===== src/rtl/vec_a_load_ctrl_if.sv =====
// rtl/vec_a_load_ctrl_if.sv - control, element stream and register-file write signals of the vector-A loader
interface vec_a_load_ctrl_if #(
  parameter int ADDR_W = 3,
  parameter int DATA_W = 34
);
  logic              start;
  logic [ADDR_W:0]   len;
  logic              in_valid;
  logic [DATA_W-1:0] in_data;
  logic              in_ready;
  logic              rf_w_en;
  logic [ADDR_W-1:0] rf_w_addr;
  logic [DATA_W-1:0] rf_w_data;
  logic              vec_valid;
  logic [ADDR_W:0]   vec_len;
  logic              busy;
  logic              cons_done;

  // Environment side: drives start/len/stream/release, observes writes and status.
  modport master (
    output start, len, in_valid, in_data, cons_done,
    input  in_ready, rf_w_en, rf_w_addr, rf_w_data, vec_valid, vec_len, busy
  );

  modport slave (
    input  start, len, in_valid, in_data, cons_done,
    output in_ready, rf_w_en, rf_w_addr, rf_w_data, vec_valid, vec_len, busy
  );
endinterface


===== src/rtl/vec_a_load_ctrl.sv =====
// rtl/vec_a_load_ctrl.sv - fills the vector-A register file from an element stream and holds it for the consumer
module vec_a_load_ctrl #(
  parameter int DEPTH  = 8,
  parameter int ADDR_W = 3,
  parameter int DATA_W = 34
) (
  input  logic             clk,
  input  logic             rst,
  vec_a_load_ctrl_if.slave bus
);

  localparam logic [1:0] S_IDLE  = 2'd0;
  localparam logic [1:0] S_LOAD  = 2'd1;
  localparam logic [1:0] S_DRAIN = 2'd2;
  localparam logic [1:0] S_HOLD  = 2'd3;

  localparam logic [ADDR_W:0] DEPTH_L = (ADDR_W+1)'(DEPTH);
  localparam logic [ADDR_W:0] ONE_L   = {{ADDR_W{1'b0}}, 1'b1};

  logic [1:0]        state_q, state_d;
  logic [ADDR_W:0]   count_q, count_d;
  logic [ADDR_W:0]   vec_len_q, vec_len_d;
  logic              rf_w_en_q, rf_w_en_d;
  logic [ADDR_W-1:0] rf_w_addr_q, rf_w_addr_d;
  logic [DATA_W-1:0] rf_w_data_q, rf_w_data_d;
  logic              vec_valid_q, vec_valid_d;
  logic              hs;

  always_comb begin
    state_d     = state_q;
    count_d     = count_q;
    vec_len_d   = vec_len_q;
    rf_w_en_d   = 1'b0;
    rf_w_addr_d = rf_w_addr_q;
    rf_w_data_d = rf_w_data_q;
    hs          = bus.in_valid && (state_q == S_LOAD);

    case (state_q)
      S_IDLE: begin
        if (bus.start) begin
          // Zero or oversize lengths mean a full vector.
          vec_len_d = (bus.len == '0 || bus.len > DEPTH_L) ? DEPTH_L : bus.len;
          count_d   = '0;
          state_d   = S_LOAD;
        end
      end
      S_LOAD: begin
        if (hs) begin
          rf_w_en_d   = 1'b1;
          rf_w_addr_d = count_q[ADDR_W-1:0];
          rf_w_data_d = bus.in_data;
          count_d     = count_q + ONE_L;
          if (count_q == vec_len_q - ONE_L) begin
            state_d = S_DRAIN;
          end
        end
      end
      S_DRAIN: begin
        state_d = S_HOLD;
      end
      S_HOLD: begin
        // A start arriving with the release is dropped; only the release counts.
        if (bus.cons_done) begin
          state_d = S_IDLE;
        end
      end
      default: begin
        state_d = S_IDLE;
      end
    endcase

    vec_valid_d = (state_d == S_HOLD);
  end

  always_ff @(posedge clk or posedge rst) begin
    if (rst) begin
      state_q     <= S_IDLE;
      count_q     <= '0;
      vec_len_q   <= '0;
      rf_w_en_q   <= 1'b0;
      rf_w_addr_q <= '0;
      rf_w_data_q <= '0;
      vec_valid_q <= 1'b0;
    end else begin
      state_q     <= state_d;
      count_q     <= count_d;
      vec_len_q   <= vec_len_d;
      rf_w_en_q   <= rf_w_en_d;
      rf_w_addr_q <= rf_w_addr_d;
      rf_w_data_q <= rf_w_data_d;
      vec_valid_q <= vec_valid_d;
    end
  end

  assign bus.in_ready  = (state_q == S_LOAD);
  assign bus.rf_w_en   = rf_w_en_q;
  assign bus.rf_w_addr = rf_w_addr_q;
  assign bus.rf_w_data = rf_w_data_q;
  assign bus.vec_valid = vec_valid_q;
  assign bus.vec_len   = vec_len_q;
  assign bus.busy      = (state_q != S_IDLE);

endmodule


===== src/flat_wrapper.sv =====
// flat-port wrapper written by rule: the top's interface ports become plain ports
module vec_a_load_ctrl_flat 
#(
  parameter int DEPTH  = 8,
  parameter int ADDR_W = 3,
  parameter int DATA_W = 34
)
  (clk, rst, bus_start, bus_len, bus_in_valid, bus_in_data, bus_cons_done, bus_in_ready, bus_rf_w_en, bus_rf_w_addr, bus_rf_w_data, bus_vec_valid, bus_vec_len, bus_busy);
  vec_a_load_ctrl_if #(.ADDR_W(ADDR_W), .DATA_W(DATA_W)) bus_i ();
  input  logic clk;
  input  logic rst;
  input wire logic [$bits(bus_i.start)-1:0] bus_start;
  input wire logic [$bits(bus_i.len)-1:0] bus_len;
  input wire logic [$bits(bus_i.in_valid)-1:0] bus_in_valid;
  input wire logic [$bits(bus_i.in_data)-1:0] bus_in_data;
  input wire logic [$bits(bus_i.cons_done)-1:0] bus_cons_done;
  output wire logic [$bits(bus_i.in_ready)-1:0] bus_in_ready;
  output wire logic [$bits(bus_i.rf_w_en)-1:0] bus_rf_w_en;
  output wire logic [$bits(bus_i.rf_w_addr)-1:0] bus_rf_w_addr;
  output wire logic [$bits(bus_i.rf_w_data)-1:0] bus_rf_w_data;
  output wire logic [$bits(bus_i.vec_valid)-1:0] bus_vec_valid;
  output wire logic [$bits(bus_i.vec_len)-1:0] bus_vec_len;
  output wire logic [$bits(bus_i.busy)-1:0] bus_busy;
  assign bus_i.start = bus_start;
  assign bus_i.len = bus_len;
  assign bus_i.in_valid = bus_in_valid;
  assign bus_i.in_data = bus_in_data;
  assign bus_i.cons_done = bus_cons_done;
  assign bus_in_ready = bus_i.in_ready;
  assign bus_rf_w_en = bus_i.rf_w_en;
  assign bus_rf_w_addr = bus_i.rf_w_addr;
  assign bus_rf_w_data = bus_i.rf_w_data;
  assign bus_vec_valid = bus_i.vec_valid;
  assign bus_vec_len = bus_i.vec_len;
  assign bus_busy = bus_i.busy;
  vec_a_load_ctrl #(.DEPTH(DEPTH), .ADDR_W(ADDR_W), .DATA_W(DATA_W)) u_core (.clk(clk), .rst(rst), .bus(bus_i));
endmodule

===== config.mk =====
export PLATFORM = sky130hd
export DESIGN_NAME = vec_a_load_ctrl_flat
export DESIGN_NICKNAME = d
export VERILOG_FILES = /design/src/rtl/vec_a_load_ctrl_if.sv /design/src/rtl/vec_a_load_ctrl.sv /design/src/flat_wrapper.sv
export SDC_FILE = /design/constraint.sdc
export NUM_CORES = 1
export LEC_CHECK = 0
export BUFFER_PORTS_ARGS = -buffer_cell sky130_fd_sc_hd__buf_2
export CAP_MARGIN = 20
export CORE_ASPECT_RATIO = 1.5
export CORE_MARGIN = 4
export CORE_UTILIZATION = 49
export CTS_BUF_LIST = sky130_fd_sc_hd__clkbuf_8
export DETAILED_ROUTE_END_ITERATION = 8
export PLACE_DENSITY = 0.84
export SYNTH_ARGS = -nofsm -noshare
export SYNTH_HDL_FRONTEND = slang
export SYNTH_SLANG_ARGS = --single-unit

===== constraint.sdc =====
create_clock -name clk -period 1.7 [get_ports clk]
set_clock_uncertainty 0.1 [all_clocks]
set_input_delay 0.17 -clock clk [delete_from_list [all_inputs] [get_ports clk]]
set_output_delay 0.17 -clock clk [all_outputs]
set_load 0.05 [all_outputs]

== Word-level counts from Yosys, hierarchy flattened ==
Index checks and enable logic that the tools add are counted.

* Add/sub/neg operators: 2
* $lt $le $gt $ge: 1
* Equality and inequality tests: 7
* Multiplexer cells: 11
* Reduce and logical (&&, ||, !) cells: 9

{| class="wikitable"
|+ Operators with widths
! cell !! number
|-
| 4-bit 2-to-1 mux || 3
|-
| 2-bit 2-to-1 mux || 4
|-
| 2-bit case mux with 4 select lines || 1
|-
| 4-bit case mux with 2 select lines || 1
|-
| 2-bit equality test, second input constant || 3
|-
| 4-bit by 1-bit adder with 4-bit output, second input constant || 1
|-
| 4-bit equality test || 1
|-
| 4-bit > comparator, second input constant || 1
|-
| 4-bit zero test || 1
|-
| 2-bit AND reduction || 2
|-
| 2-bit nonzero test || 2
|-
| 4-bit by 1-bit subtractor with 4-bit output, second input constant || 1
|-
| 3-bit AND reduction || 1
|-
| 2-bit by 1-bit equality test with 1-bit output, second input constant || 1
|-
| 2-bit zero test || 1
|-
| 1-bit 2-to-1 mux || 2
|-
| 2-bit by 1-bit != test with 1-bit output, second input constant || 1
|-
| 2-bit != test, second input constant || 1
|-
| 1-bit logical AND || 1
|-
| 1-bit logical OR || 1
|}

* Flip-flop bits (word level): 49
* Input bits: 43
* Output and inout bits: 45
* Logic and storage cells: 37

== Longest topological paths before layout ==
Gate-level depths: netlist of the first run.

* Depth after elaboration: 6
* Depth in mapped cells: 7
* Gate-level depth less buffers: 6

== Worst setup path after synthesis of the first run ==
OpenSTA, ideal clock, no wires.

* Path type: register -> register
* Start point: reg u_core.vec_len_q[0], in the netlist u_core.bus.vec_len[0]
* End point: reg u_core.state_q[0]
* Arrival: 1.645 ns
* Data required time: 1.482 ns
* Slack: -0.163 ns
* Cell stages (with the launch flop): 7
* Cell sequence: dfrtp_1 inv_1 ha_1 xnor2_1 nor3_2 nand3_1 a21o_1

* Word-level cells in the longest chain between the ends: 5

{| class="wikitable"
|+ Ends and longest elaborated chain
! what !! line !! text
|-
| start, declared || vec_a_load_ctrl.sv:22 || <nowiki>logic [ADDR_W:0] vec_len_q, vec_len_d;</nowiki>
|-
| start signal, assigned || vec_a_load_ctrl.sv:87 || <nowiki>vec_len_q <= vec_len_d;</nowiki>
|-
| 4-bit by 1-bit subtractor with 4-bit output || vec_a_load_ctrl.sv:53 || <nowiki>if (count_q == vec_len_q - ONE_L) begin</nowiki>
|-
| 4-bit equality test || vec_a_load_ctrl.sv:53 ||
|-
| 2-bit 2-to-1 mux || vec_a_load_ctrl.sv:53 ||
|-
| 2-bit 2-to-1 mux || vec_a_load_ctrl.sv:48 || <nowiki>if (hs) begin</nowiki>
|-
| 2-bit case mux with 4 select lines || vec_a_load_ctrl.sv:38 || <nowiki>case (state_q)</nowiki>
|-
| via u_core.state_d[0] || vec_a_load_ctrl.sv:20 || <nowiki>logic [1:0] state_q, state_d;</nowiki>
|-
| end signal, assigned || vec_a_load_ctrl.sv:85 || <nowiki>state_q <= state_d;</nowiki>
|-
| end, declared || vec_a_load_ctrl.sv:20 ||
|}

The timed path passes the listed nets, and every way through them passes these cells.
A chain may end at the register's enable or synchronous reset.

== Final worst setup path of the first run ==
Ends and elaborated chain as after synthesis.

==> results of run 1 <==
-- routing by layer --
metal / GRT usage / routed length (um) / up-vias
met3: 0.0477 / 306 / 6
li1: - / - / 924
met2: 0.391 / 3060 / 56
met1: 0.238 / 1910 / 858
met5: 0 / 0 / -
met4: 0.0690 / 74 / 0
-- cells in the final DEF (no fill, tap or decap) --
cell type | netlist | routed
a21o_1 | 1 | 1
xor3_1 | 1 | 1
xor2_1 | 3 | 3
o22ai_1 | 1 | 1
dfrtp_2 | 0 | 2
buf_4 | 0 | 4
inv_1 | 5 | 4
clkinvlp_4 | 0 | 1
nand4_1 | 1 | 1
buf_2 | 3 | 87
nor2_1 | 4 | 4
nor3_1 | 2 | 2
dfrtp_1 | 49 | 47
nor3_2 | 1 | 1
nor2b_4 | 1 | 1
inv_2 | 1 | 3
nand2_2 | 1 | 1
clkbuf_8 | 0 | 6
buf_12 | 0 | 1
nand2_1 | 120 | 120
ha_1 | 2 | 2
nand3b_1 | 2 | 2
nand3_1 | 3 | 3
or2_2 | 2 | 2
dlygate4sd3_1 | 0 | 36
nand2b_1 | 2 | 2
o21ai_0 | 6 | 6
xnor2_1 | 3 | 3
o21ai_1 | 1 | 1
-- final cells by class --
| cell class | count | area (um^2) | share of cell area |
|---|---|---|---|
| tap | 45 | 56.3 | 0.0190 |
| inverter | 6 | 22.5 | 0.00760 |
| sequential | 49 | 1230 | 0.415 |
| timing repair buffer | 128 | 846 | 0.285 |
| multi-input combinational | 157 | 717 | 0.242 |
| clock buffer | 6 | 82.6 | 0.0279 |
| clock inverter | 2 | 11.3 | 0.00380 |
-- sequential cells by signal, summed over array words and instances, names as in the netlist --
signal / count
u_core.state_q: 2
u_core.bus.rf_w_data: 34
u_core.bus.vec_valid: 1
u_core.count_q: 4
u_core.bus.rf_w_en: 1
u_core.bus.vec_len: 4
u_core.bus.rf_w_addr: 3
-- worst max-delay path, cell delays in order, from the launching register on --
cell and delay, ns:
dfrtp_2 0.41, inv_2 0.05, ha_1 0.29, xnor2_1 0.13, nor3_2 0.20, nand3_1 0.10, a21o_1 0.18
-- worst paths after layout --
check | from | endpoint | slack (ns) | cells past startpoint
max | u_core.bus.vec_len[0] | u_core.state_q[0] | 0.13 | 6
min | bus_len[3] | u_core.bus.vec_len[2] | 0.05 | 3
max reg2reg | u_core.bus.vec_len[0] | u_core.state_q[0] | 0.13 | 6
min reg2reg | u_core.bus.rf_w_data[20] | u_core.bus.rf_w_data[20] | 0.38 | 2
max in group asynchronous | rst | u_core.bus.rf_w_data[17] | 0.91 | 4
min in group asynchronous | rst | u_core.bus.vec_valid | 0.34 | 4
-- cell families after synthesis --
kind of cell,Yosys count,synth area share
flops,49,0.606
buf+inv,14,0.0390
simple gates,139,0.280
compound gates,9,0.0241
fa+ha+maj,2,0.0124
xor+xnor,7,0.0378
-- repair_timing --
| item | CTS | global route |
|---|---|---|
| hold buffers | 35 | 1 |
| hold endpoints to repair | 83 | 1 |
| resized for setup | 0 | 0 |
-- power groups by stage --
| stage | combinational, mW | sequential [mW] | clock (mW) |
|---|---|---|---|
| after floorplan | 1.23 | 3.74 | 0 |
| after global placement | 3.69 | 2.05 | 0 |
| after detailed placement | 3.76 | 2.08 | 0 |
| after CTS | 3.83 | 2.05 | 0.712 |
| after global routing | 4.08 | 2.13 | 0.766 |
| final | 3.82 | 2.06 | 0.694 |
-- stage by stage --
stage	hold WS, ns	utilization	instances	power (mW)	instance area, um^2
after detailed placement	0.133	0.634	349	5.83	2510
after floorplan	0.175	-	220	4.97	2020
after global routing	0.0503	0.749	393	6.97	2960
final	0.0478	0.749	393	6.58	2960
after CTS	0.00138	0.746	392	6.59	2950
after global placement	0.129	0.634	349	5.74	2510
==> qor.yml, run 1 <==
placement:
  pre_cts_slack_ns: 0.137
  finalWeightedCongestion: 0.764
  port-buffer-count: 87
  hpwl_mm: 3.47
synth:
  synth_top_area_frac: 0.606
  synth_nets: 265
  synth_top_area_cell: "dfrtp_1"
  netlist_top_cells_area: "dfrtp_1 61%, nand2_1 22%, buf_6 1.7%"
  netlist_instances: 220
  yosys_warnings: 0
  synth.yosys.seq_area_share: 0.606
  synthTopCellsByCount: "120 x nand2_1, 49 x dfrtp_1, 6 x o21ai_0"
  synth_ff_type: "dfrtp_1"
  syn_area_um2: 2020
  synthArstFlopShare: 1.00
  yosysUniqueCellTypes: 25
  synth_edf_count: 0
  synth-seq-cells: 49
  syn_area_per_cell_um2: 9.19
  synth_most_common_cell: "nand2_1"
sta:
  timing.fmax_mhz: 635
  maxSlewHeadroom: 0.684
  fin_ws_ns: 0.126
  fin_tns_setup_ns: 0
  worst_slew_pin_slew_ns: 0.472
  rsz0062_at_grt: "no"
  drv_slew: 0
  setup_viol: 0
  hold_violations: 0
  period_needed_ns: 1.57
  period_share: 0.926
clock_network:
  root_buffer: "clkbuf_8"
  htree_levels: 2
  path_clk_slew_ns: 0.09
  numCtsBuffers: 5
  postCtsSetupRepairBufs: 0
  clockBufferDepth: 2
  cts_tree: "built"
  clock-sinks: 49
  clk_latency_ns: 0.30
pwr:
  power_frac_comb: 0.581
  netSwitchingPower_mw: 3.58
  power_leakage_nw: 1.68
  p_int_mw: 3.00
  seq_power_share: 0.313
  swShare: 0.544
  powerDensity_nw_per_um2: 2220
  vdd_drop_max_mv: 1.68
  p_clk_frac: 0.106
finish:
  antennaDiodeCount: 0
  drive_gt1_frac: 0.313
  fillers: 314
  layout-area-overhead-vs-synth_pct: 46.6
  fin_nets: 392
grt:
  grt_remaining_overflow: 0
  track_usage: 0.214
  grt_pass1_wl_mm: 8.34
  grt_pass1_vias: 1832
  grt_max_degree: 50
  antenna_found_initial: 0
floorplan:
  rows: 28
  die_h_um: 86.7
  fp.dieW_um: 60.5
  die-area_um2: 5240
  core_area_um2: 3960
  initial_core_util: 0.511
  io_pins: 88
critical_path:
  path_class: "register to register"
  end_kind: "register"
  crit_fanout: 4
  worst_setup_path_start_kind: "register"
  cp_data_required_time_ns: 1.79
  arrival_ns: 1.67
worst_hold_path:
  min_path_type: "primary input to register"
routing:
  postRouteAntennaNets: 0
  first_iter_violations: 47
  wl_per_cell_um: 13.6
  drc_errors: 0
  routed_wl_mm: 5.35
  dr_total_vias: 1844
  avgViaCountPerCell: 4.69
  drtPass1Iterations: 4
run:
  drv_cap: 0
status:
  outcome: "complete, no violations"
No activity file was read; power rests on OpenSTA's default activity.
==> run 2: changes to the inputs <==
- GPL_TIMING_DRIVEN: unset -> 0
==> qor.yml, run 2 (same netlist as run 1, synthesis figures left out) <==
status:
  outcome: "complete, no violations"
critical_path:
  critPathSlowestCell: "dfrtp_2"
  regToRegSetupSlack_ns: 0.13  # about the same
  worst_setup_path_start_kind: "register"
  end_kind: "register"
  slowest_delay_ns: 0.40  # about the same
  cp_cell_sequence: "inv_2 -> ha_1 -> xnor2_1 -> nor3_2 -> nand3_1 -> a21o_1"
  crit_fanout: 4  # unchanged
  arrival_ns: 1.65  # -0.02 ns
  path_class: "register to register"
  cp_data_required_time_ns: 1.78  # about the same
routing:
  first_iter_violations: 59  # +26%
  routed_wl_mm: 5.21  # -2.6%
  dr_total_vias: 1882  # +2.1%
  avgViaCountPerCell: 4.75  # +1.3%
  drc_errors: 0  # unchanged
  drtPass1Iterations: 4  # unchanged
  postRouteAntennaNets: 0  # unchanged
  wl_per_cell_um: 13.2  # -3.4%
clock_network:
  htree_levels: 2  # unchanged
  root_buffer: "clkbuf_8"
  cts_tree: "built"
  numCtsBuffers: 5  # unchanged
  clock-sinks: 49  # unchanged
  postCtsSetupRepairBufs: 0  # unchanged
  clockBufferDepth: 2  # unchanged
  path_clk_slew_ns: 0.08  # about the same
  clk_latency_ns: 0.29  # about the same
floorplan:
  die-area_um2: 5240  # unchanged
  die_h_um: 86.7  # unchanged
  rows: 28  # unchanged
  fp.dieW_um: 60.5  # unchanged
  initial_core_util: 0.511  # unchanged
  io_pins: 88  # unchanged
  core_area_um2: 3960  # unchanged
pwr:
  powerDensity_nw_per_um2: 2200  # -0.66%
  power_leakage_nw: 1.69  # +0.53%
  vdd_drop_max_mv: 1.62  # -3.3%
placement:
  port-buffer-count: 87  # unchanged
  finalWeightedCongestion: 0.755  # -1.2%
  dp_cells: 353  # +1.1%
  hpwl_mm: 3.51  # +1.2%
finish:
  fin_util: 0.750  # +0.00126
  instances_no_fill: 396  # +0.76%
  largest_register_ffs: 34  # unchanged
  fin_nets: 395  # +0.77%
  drive_gt1_frac: 0.316  # +0.00302
  layout_commonest_cell: "nand2_1"
  final_cell_mix: "120 x nand2_1, 90 x buf_2, 47 x dfrtp_1, 35 x dlygate4sd3_1, 6 x o21ai_0"
  layout-area-overhead-vs-synth_pct: 46.8
  antennaDiodeCount: 0  # unchanged
sta:
  setup_viol: 0  # unchanged
  maxSlewHeadroom: 0.690  # +0.00602
  drv_slew: 0  # unchanged
  period_needed_ns: 1.57  # -0.00431 ns
  period_share: 0.923  # -0.00253
  hold_violations: 0  # unchanged
  rsz0062_at_grt: "no"
  timing.fmax_mhz: 637  # +0.27%
  worst_slew_pin_slew_ns: 0.465  # -0.00729 ns
worst_hold_path:
  min_path_type: "primary input to register"
grt:
  grt_remaining_overflow: 0  # unchanged
  grt_pass1_wl_mm: 8.40  # +0.66%
  track_usage: 0.214  # -0.000368
  grt_pass1_vias: 1921  # +4.9%
  grt_max_degree: 33  # -34%
  antenna_found_initial: 0  # unchanged
run:
  drv_cap: 0  # unchanged
-- run 2: report_power, final --
group | total (mW) | switching, mW | leakage (nW) | internal, mW
logic | 3.85 | 2.85 | 1.03 | 1.00
clock network | 0.640 | 0.360 | 0.0491 | 0.280
registers | 2.05 | 0.349 | 0.609 | 1.71
total | 6.54 | 3.56 | 1.69 | 2.99
-- run 2: repair_timing --
action                    4_1_cts  5_1_grt
hold buffers                   35        0
resized for setup               0        0
hold endpoints to repair       51        0
-- run 2: worst paths after layout --
kind,endpoint,startpoint,cells past startpoint
max reg2reg,u_core.state_q[0],u_core.bus.vec_len[0],6
max in group asynchronous,u_core.bus.vec_len[0],rst,4
max,u_core.state_q[0],u_core.bus.vec_len[0],6
min reg2reg,u_core.bus.rf_w_data[1],u_core.bus.rf_w_data[1],2
min in group asynchronous,u_core.bus.rf_w_data[15],rst,3
min,u_core.bus.vec_len[2],bus_len[2],3
-- run 2: layout make-up --
cell class | count | area, um^2
Sequential cell | 49 | 1230
Clock inverter | 3 | 13.8
Tap cell | 45 | 56.3
Clock buffer | 5 | 68.8
Inverter | 6 | 22.5
Multi-Input combinational cell | 157 | 717
Timing Repair Buffer | 123 | 806
Buffer | 8 | 56.3
Fill cell | 280 | 990
-- run 2: layer usage --
metal  vias up  GRT usage  share of wire
met5         -          0              0
met4         0     0.0750          0.018
met3         8     0.0417          0.053
met2        60      0.383           0.55
met1       880      0.246           0.37
li1        934          -              -
-- run 2: worst max-delay path: cells and delay by family (launching register included) --
family | cells | cell delay (ns)
AOI/OAI and AO/OA | 1 | 0.18
xor gates and xnor gates | 1 | 0.13
buffers and inverters | 1 | 0.05
and+or+nand+nor | 2 | 0.31
DFF | 1 | 0.40
adders and majority gates | 1 | 0.29
-- run 2: through the flow --
step                instance area, um^2  TNS (ns)  hold WS, ns  total power, mW  setup WS (ns)
floorplan                          2020         0        0.175             4.97         0.0234
global placement                   2520    -17.99        0.259             5.78         -0.511
detailed placement                 2540         0       0.0973             5.87          0.139
finish                             2970         0       0.0297             6.54          0.131
CTS                                2970         0       0.0243             6.58          0.125
global route                       2970         0       0.0182             6.95         0.0597
